File: src/rtl/serial_adder.sv
// Bit-serial adder: one fulladder cell, LSB first, WIDTH shift cycles per add.
// Ripple carry is kept in a flop between cycles; {cout, sum} = a + b + cin.

module fulladder (
  input  logic a,
  input  logic b,
  input  logic cin,
  output logic sum,
  output logic carry
);
  assign sum   = a ^ b ^ cin;
  assign carry = (a & b) | (a & cin) | (b & cin);
endmodule

module serial_adder #(
  parameter int WIDTH = 8
) (
  input  logic             clk,
  input  logic             rst,
  input  logic             start,
  input  logic [WIDTH-1:0] a,
  input  logic [WIDTH-1:0] b,
  input  logic             cin,
  output logic             busy,
  output logic             done,
  output logic [WIDTH-1:0] sum,
  output logic             cout
);
  localparam int CW = $clog2(WIDTH);
  localparam logic [CW-1:0] LAST = CW'(WIDTH - 1);

  typedef enum logic [1:0] {IDLE, SHIFT, DONE} state_t;

  state_t            state, next;
  logic [WIDTH-1:0]  a_sr, b_sr;
  logic              carry_q;
  logic [CW-1:0]     cnt;
  logic              fa_sum, fa_carry;

  fulladder u_fa (
    .a     (a_sr[0]),
    .b     (b_sr[0]),
    .cin   (carry_q),
    .sum   (fa_sum),
    .carry (fa_carry)
  );

  always_ff @(posedge clk or posedge rst) begin
    if (rst) state <= IDLE;
    else     state <= next;
  end

  always_comb begin
    next = state;
    case (state)
      IDLE:    if (start) next = SHIFT;
      SHIFT:   if (cnt == LAST) next = DONE;
      DONE:    next = IDLE;
      default: next = IDLE;
    endcase
  end

  always_comb begin
    busy = 1'b0;
    done = 1'b0;
    case (state)
      SHIFT:   busy = 1'b1;
      DONE:    done = 1'b1;
      default: ;
    endcase
  end

  // Result bits enter at the MSB so the first (LSB) bit lands at bit 0 after WIDTH shifts.
  always_ff @(posedge clk or posedge rst) begin
    if (rst) begin
      a_sr    <= '0;
      b_sr    <= '0;
      carry_q <= 1'b0;
      cnt     <= '0;
      sum     <= '0;
      cout    <= 1'b0;
    end else begin
      case (state)
        IDLE: if (start) begin
          a_sr    <= a;
          b_sr    <= b;
          carry_q <= cin;
          cnt     <= '0;
        end
        SHIFT: begin
          a_sr    <= a_sr >> 1;
          b_sr    <= b_sr >> 1;
          sum     <= {fa_sum, sum[WIDTH-1:1]};
          carry_q <= fa_carry;
          cnt     <= cnt + 1'b1;
          if (cnt == LAST) cout <= fa_carry;
        end
        default: ;
      endcase
    end
  end
endmodule

File: config.mk
export PLATFORM = sky130hd
export DESIGN_NAME = serial_adder
export DESIGN_NICKNAME = d
export VERILOG_FILES = /design/src/rtl/serial_adder.sv
export SDC_FILE = /design/constraint.sdc
export NUM_CORES = 1
export LEC_CHECK = 0
export CAP_MARGIN = 10
export CELL_PAD_IN_SITES_DETAIL_PLACEMENT = 2
export CELL_PAD_IN_SITES_GLOBAL_PLACEMENT = 2
export CORE_MARGIN = 3
export CORE_UTILIZATION = 25
export DETAILED_ROUTE_END_ITERATION = 12
export GPL_ROUTABILITY_DRIVEN = 0
export PLACE_DENSITY_LB_ADDON = 0.1
export SLEW_MARGIN = 20
export SYNTH_ARGS = -nofsm -noshare
export SYNTH_HDL_FRONTEND = slang
export SYNTH_SLANG_ARGS = --single-unit
File: constraint.sdc
create_clock -name clk -period 3 [get_ports clk]
set_input_delay 0.6 -clock clk [delete_from_list [all_inputs] [get_ports clk]]
set_output_delay 0.6 -clock clk [all_outputs]
set_load 0.01 [all_outputs]
==> flow_summary_export.csv, run 1 <==
group,metric,value,unit
die,fp.dieH,85.4,µm
synthesis,ys.warnings.count,0,
global_route,grt_max_degree,32,
die,placeable_area,6030,µm²
synthesis,distinct_cell_type_count_of_the_synthesized_netlist,27,
cts,cts_root_buffer,"sky130_fd_sc_hd__clkbuf_8",
cells_and_area,drive_above_1_share,18.0,%
die,num_io_pins,31,
synthesis,synth_seq_cells,31,
global_route,first_global_vias,1220,
cts,cts.htree.levels,2,
synthesis,synth_async_sr_flop_share,100,%
route,detail_route.drc_violations,0,
place,placedCellCount,228,
synthesis,post_synth_xor_area_fraction,0,%
synthesis,synth_simple_gate_area_share,17.1,%
cts,cts_hold_buf,0,
synthesis,post_synth_fa_ha_maj_area_fraction,2.86,%
cells_and_area,layout_area_overhead,28.7,%
worst_setup_path,timing.critical_path.fanout_max,28,
cells_and_area,layout_commonest_cell,"sky130_fd_sc_hd__dfrtp_1",
route,wire_per_inst,15.6,µm
worst_setup_path,critPathCaptureType,"output port",
route,ant_nets,0,
global_route,grt_first_pass_wirelength,6.34,mm
synthesis,largest_family_of_logic_cells_by_synthesized_area,"simple AND/OR/NAND/NOR gates",
sta,final.setup_skew,3.34,ps
job,count_of_max_cap_constraint_violations,0,
cts,clk_pin_slew_worst_paths,70,ps
synthesis,synth.yosys.seq_area_share,49.2,%
sta,setup_repair_after_global_routing_missed_its_margin,"no",
route,drt_iter0_drc,59,
synthesis,synth_area_per_cell,12.1,µm²
cts,worst_skew_pair.late_latency,280,ps
sta,timing.final.crit_period,2300,ps
global_route,global_route.usage.total,11.1,%
synthesis,yosys_most_used_dff,"sky130_fd_sc_hd__dfrtp_1",
sta,final.hold.worst_slack,497,ps
worst_setup_path,critical_path.startpoint_type,"flip-flop",
run_status,status,"finished, final reports clean",
global_route,global_route.overflow_total,0,
die,chipWidth,85.4,µm
sta,maximum_achievable_frequency,434,MHz
cts,cts_tree,"yes",
sta,finalHoldViolCount,0,
sta,final.period_utilization,76.8,%
cts,cts_buffers,5,
route,via_per_inst,4.73,
sta,slew-limit-headroom,58.8,%
synthesis,share_of_the_synthesized_area_in_compound_gates_ao_oa_aoi_oai,13.5,%
route,wirelength,3.69,mm
cells_and_area,num_antenna_cells,0,
synthesis,synth-edff-count,0,
die,initial_utilization,26.2,%
synthesis,synth_cells,130,
sta,tightest_slew,617,ps
sta,finalSetupViolCount,0,
min_path,timing.hold.worst.class,"flip-flop to flip-flop",
cells_and_area,layout_common_cells,"31 x sky130_fd_sc_hd__dfrtp_1, 30 x sky130_fd_sc_hd__clkdlybuf4s50_1, 19 x sky130_fd_sc_hd__inv_1",
global_route,antenna_found_initial,0,
sta,timing_max_transition_violations_final,0,
pwr,p_leak,0.863,nW
sta,fin_setup_tns,0,ps
cells_and_area,layout.cells.non_filler,236,
cells_and_area,nNetsFinal,183,
die,die_outline_area,7290,µm²
synthesis,mappedNetlistNets,153,
cts,postCtsSetupBuffers,0,
synthesis,synthesis.area,1580,µm²
route,vias,1116,
pwr,peakVddDrop,0.369,mV
synthesis,synthMuxAreaShare,7.14,%
cts,ctsLongestPathBuffers,2,
worst_setup_path,criticalPathCategory,"flip-flop to output port",
worst_setup_path,worstPathRequired,2400,ps
cts,post_cts.resized_instances,0,
route,detailedRoute.firstPassIterationCount,4,
place,io_buffers,30,
die,placementRows,28,
cts,cts_num_sinks,31,
pwr,power.density,988,nW/µm²
place,post-dp-hpwl,2.52,mm
worst_setup_path,arrival,1700,ps
==> cells in the mapped netlist (all sizes together), types with 2 or more instances <==
| cell | n | share of area, % |
|---|---|---|
| a22o | 2 | 1.1 |
| clkbuf | 2 | 0.63 |
| nor2b | 9 | 4.0 |
| a222oi | 2 | 1.3 |
| inv | 19 | 4.5 |
| mux2 | 10 | 7.1 |
| nor3b | 13 | 6.2 |
| nor4b | 8 | 4.4 |
| a211oi | 8 | 3.8 |
| dfrtp | 31 | 49 |
| buf | 9 | 5.0 |
| a221oi | 5 | 4.8 |
| ha | 2 | 1.6 |
==> power breakdown <==
group | switching (mW) | internal [mW]
Sequential | 0.118 | 0.619
Clock | 0.155 | 0.269
Combinational | 0.386 | 0.458
==> flip-flops by register name, indices dropped and copies added (netlist names) <==
signal and flops:
state 2, cnt 3, b_sr 8, carry_q 1, a_sr 8, sum 8, cout 1
==> per-stage QoR <==
step | cell area [µm²] | utilization, % | worst slack [ps] | total power, mW
global route | 2030 | 33.7 | 587 | 2.18
CTS | 2030 | 33.7 | 652 | 2.05
global placement | 1910 | 31.7 | 957 | 1.57
detailed placement | 1910 | 31.7 | 923 | 1.61
floorplan | 1580 | - | 1480 | 1.35
finish | 2030 | 33.7 | 697 | 2.01
==> final timing paths <==
check | startpoint | end | slack [ps] | cells past startpoint
max in group asynchronous | rst | b_sr[3]$_DFFE_PP0P_ | 1970 | 3
max | state[1]$_DFFE_PP0P_ | done | 700 | 3
min | a_sr[7]$_DFFE_PP0P_ | a_sr[7]$_DFFE_PP0P_ | 500 | 1
max reg2reg | state[0]$_DFFE_PP0P_ | cnt[0]$_DFFE_PP0P_ | 1500 | 3
min reg2reg | a_sr[7]$_DFFE_PP0P_ | a_sr[7]$_DFFE_PP0P_ | 500 | 1
min in group asynchronous | rst | sum[0]$_DFFE_PP0P_ | 740 | 3
==> layout make-up <==
| class | instances | area (µm²) |
|---|---|---|
| timing repair buffer | 34 | 330 |
| sequential | 31 | 776 |
| clock buffer | 6 | 82.6 |
| multi-input combinational | 69 | 641 |
| clock inverter | 2 | 35.0 |
| tap | 75 | 93.8 |
| fill | 639 | 4000 |
| inverter | 19 | 71.3 |
==> metal layers <==
layer | global-route usage, % | vias up | share of wire, %
met5 | 0 | - | 0
met4 | 3.88 | 0 | 1.4
met3 | 2.52 | 5 | 4.0
met2 | 18.8 | 26 | 51
met1 | 14.0 | 565 | 44
li1 | - | 520 | -
==> cells by family (layout without fill, tap and decap cells) <==
family          count (synthesis)  in the layout
simple gates                   35             35
flops                          31             31
buf+inv                        30             61
compound gates                 21             21
mux                            10             10
fa+ha+maj                       3              3
==> worst max-delay path, cell delays in order (launching register included) <==
cell	delay, ps
sky130_fd_sc_hd__dfrtp_1	390
sky130_fd_sc_hd__buf_4	320
sky130_fd_sc_hd__nor2b_1	170
sky130_fd_sc_hd__clkdlybuf4s50_1	540
(Power assumes the default switching activity.)
==> inputs of run 2 (changes only) <==
- clock period: 3 -> 2.3 ns (I/O delays scaled with it)
==> run 2 against run 1 <==
Against the previous run: first-iteration DRC count shrank 31%; critical endpoint unchanged; routed wire length grew 4.6%; cell area shrank 0.92%; cell count grew 0.85%; total power grew 25%; core utilization shrank 0.31 points; flip-flop and latch count is the same; sequential share of layout area grew 0.36 points; worst hold slack lost 7.1 ps; clock power shrank 2%.
==> flow_summary_export.csv, run 2 (synthesis results as in run 1) <==
group,metric,value,unit
worst_setup_path,worstPathRequired,1840,ps
cts,cts_hold_buf,0,
route,wirelength,3.86,mm
die,die_outline_area,7290,µm²
cells_and_area,filler_cell_count,654,
sta,tightest_slew,611,ps
cts,cts_tree,"yes",
sta,finalSetupViolCount,0,
sta,maximum_achievable_frequency,521,MHz
die,placementRows,28,
cts,cts_buffers,5,
cells_and_area,layout_commonest_cell,"sky130_fd_sc_hd__dfrtp_1",
cells_and_area,num_antenna_cells,0,
global_route,antenna_found_initial,0,
place,post-dp-hpwl,2.63,mm
cells_and_area,finish.utilization,33.4,%
pwr,p_leak,0.859,nW
place,io_buffers,30,
cells_and_area,largestRegisters,"a_sr (8), b_sr (8), sum (8)",
cts,cts.htree.levels,2,
sta,fin_setup_tns,0,ps
pwr,peakVddDrop,0.482,mV
sta,setup_repair_after_global_routing_missed_its_margin,"no",
die,chipWidth,85.4,µm
die,placeable_area,6030,µm²
worst_setup_path,critical_path.startpoint_type,"flip-flop",
cells_and_area,layout.area.seq,776,µm²
worst_setup_path,timing.critical_path.fanout_max,4,
die,num_io_pins,31,
cells_and_area,layout_area_overhead,27.5,%
cells_and_area,drive_above_1_share,19.0,%
global_route,global_route.overflow_total,0,
worst_setup_path,criticalPathCategory,"flip-flop to output port",
cts,postCtsSetupBuffers,0,
run_status,status,"finished, final reports clean",
sta,finalHoldViolCount,0,
sta,final.period_utilization,83.5,%
min_path,timing.hold.worst.class,"flip-flop to flip-flop",
cells_and_area,layout_common_cells,"31 x sky130_fd_sc_hd__dfrtp_1, 30 x sky130_fd_sc_hd__clkdlybuf4s50_1, 19 x sky130_fd_sc_hd__inv_1",
sta,timing_max_transition_violations_final,0,
cells_and_area,multiInputGateArea,641,µm²
die,initial_utilization,26.2,%
route,wire_per_inst,16.2,µm
global_route,global_route.usage.total,12.0,%
sta,slew-limit-headroom,59.1,%
cts,worst_skew_pair.late_latency,280,ps
cells_and_area,nNetsFinal,185,
worst_setup_path,arrival,1460,ps
job,count_of_max_cap_constraint_violations,0,
global_route,grt_max_degree,32,
die,fp.dieH,85.4,µm
route,drt_iter0_drc,41,
cts,post_cts.resized_instances,0,
place,detailed_place.area,1930,µm²
cells_and_area,final_instance_area,2010,µm²
sta,timing.final.crit_period,1920,ps
route,detail_route.drc_violations,0,
global_route,grt_first_pass_wirelength,6.79,mm
pwr,power.density,1250,nW/µm²
route,detailedRoute.firstPassIterationCount,4,
route,vias,1131,
cts,cts_num_sinks,31,
cts,cts_root_buffer,"sky130_fd_sc_hd__clkbuf_8",
worst_setup_path,critPathCaptureType,"output port",
sta,final.setup_skew,6.90,ps
route,via_per_inst,4.75,
cts,clk_pin_slew_worst_paths,70,ps
global_route,first_global_vias,1334,
route,ant_nets,0,
cts,ctsLongestPathBuffers,2,
## run 2: cell types whose count changed in the layout (fill, tap and decap cells not counted)
cell,previous run,this run
sky130_fd_sc_hd__buf_4,4,6
sky130_fd_sc_hd__clkinv_2,1,3
sky130_fd_sc_hd__bufinv_16,1,0
sky130_fd_sc_hd__clkbuf_8,6,5
## run 2: final timing paths
| check | endpoint | slack [ps] | startpoint | cells after the start |
|---|---|---|---|---|
| worst min-delay path | a_sr[7]$_DFFE_PP0P_ | 490 | a_sr[7]$_DFFE_PP0P_ | 1 |
| min in group asynchronous | sum[1]$_DFFE_PP0P_ | 580 | rst | 3 |
| worst max register to register | cnt[0]$_DFFE_PP0P_ | 780 | state[0]$_DFFE_PP0P_ | 3 |
| max in group asynchronous | carry_q$_DFFE_PP0P_ | 1420 | rst | 3 |
| worst max-delay path | done | 380 | state[1]$_DFFE_PP0P_ | 2 |
| worst min register to register | a_sr[7]$_DFFE_PP0P_ | 490 | a_sr[7]$_DFFE_PP0P_ | 1 |
## run 2: cell type report
type / count / area share [%]
clock buffers: 5 / 3.42
clock inverters: 3 / 0.747
inverters: 19 / 3.55
multi-input cells: 69 / 31.9
flip-flops and latches: 31 / 38.6
well taps: 75 / 4.67
repair buffers: 36 / 17.2
## run 2: power by group
part / switching, mW / internal (mW) / total [mW]
Clock: 0.209 / 0.207 / 0.416
Sequential: 0.158 / 0.808 / 0.966
Combinational: 0.517 / 0.617 / 1.13
Total: 0.884 / 1.63 / 2.52
## run 2: metal layers
layer | GRT usage [%] | up-vias | wire, µm
met5 | 0 | - | 0
met2 | 20.3 | 27 | 1970
met1 | 14.8 | 577 | 1730
met3 | 3.59 | 2 | 149
li1 | - | 525 | -
met4 | 3.45 | 0 | 6
## run 2: critical path, cell delays in order (launching register included)
cell	delay (ps)
sky130_fd_sc_hd__dfrtp_1	460
sky130_fd_sc_hd__nor2b_1	170
sky130_fd_sc_hd__clkdlybuf4s50_1	550
## run 2: through the flow
stage / std cells / hold WS (ps) / worst slack [ps] / power (mW)
after floorplan: 130 / 451 / 921 / 1.76
after global placement: 230 / 463 / 366 / 2.07
after detailed placement: 230 / 480 / 307 / 2.14
after CTS: 238 / 496 / 326 / 2.58
after global routing: 238 / 528 / 273 / 2.76
final: 238 / 490 / 380 / 2.52
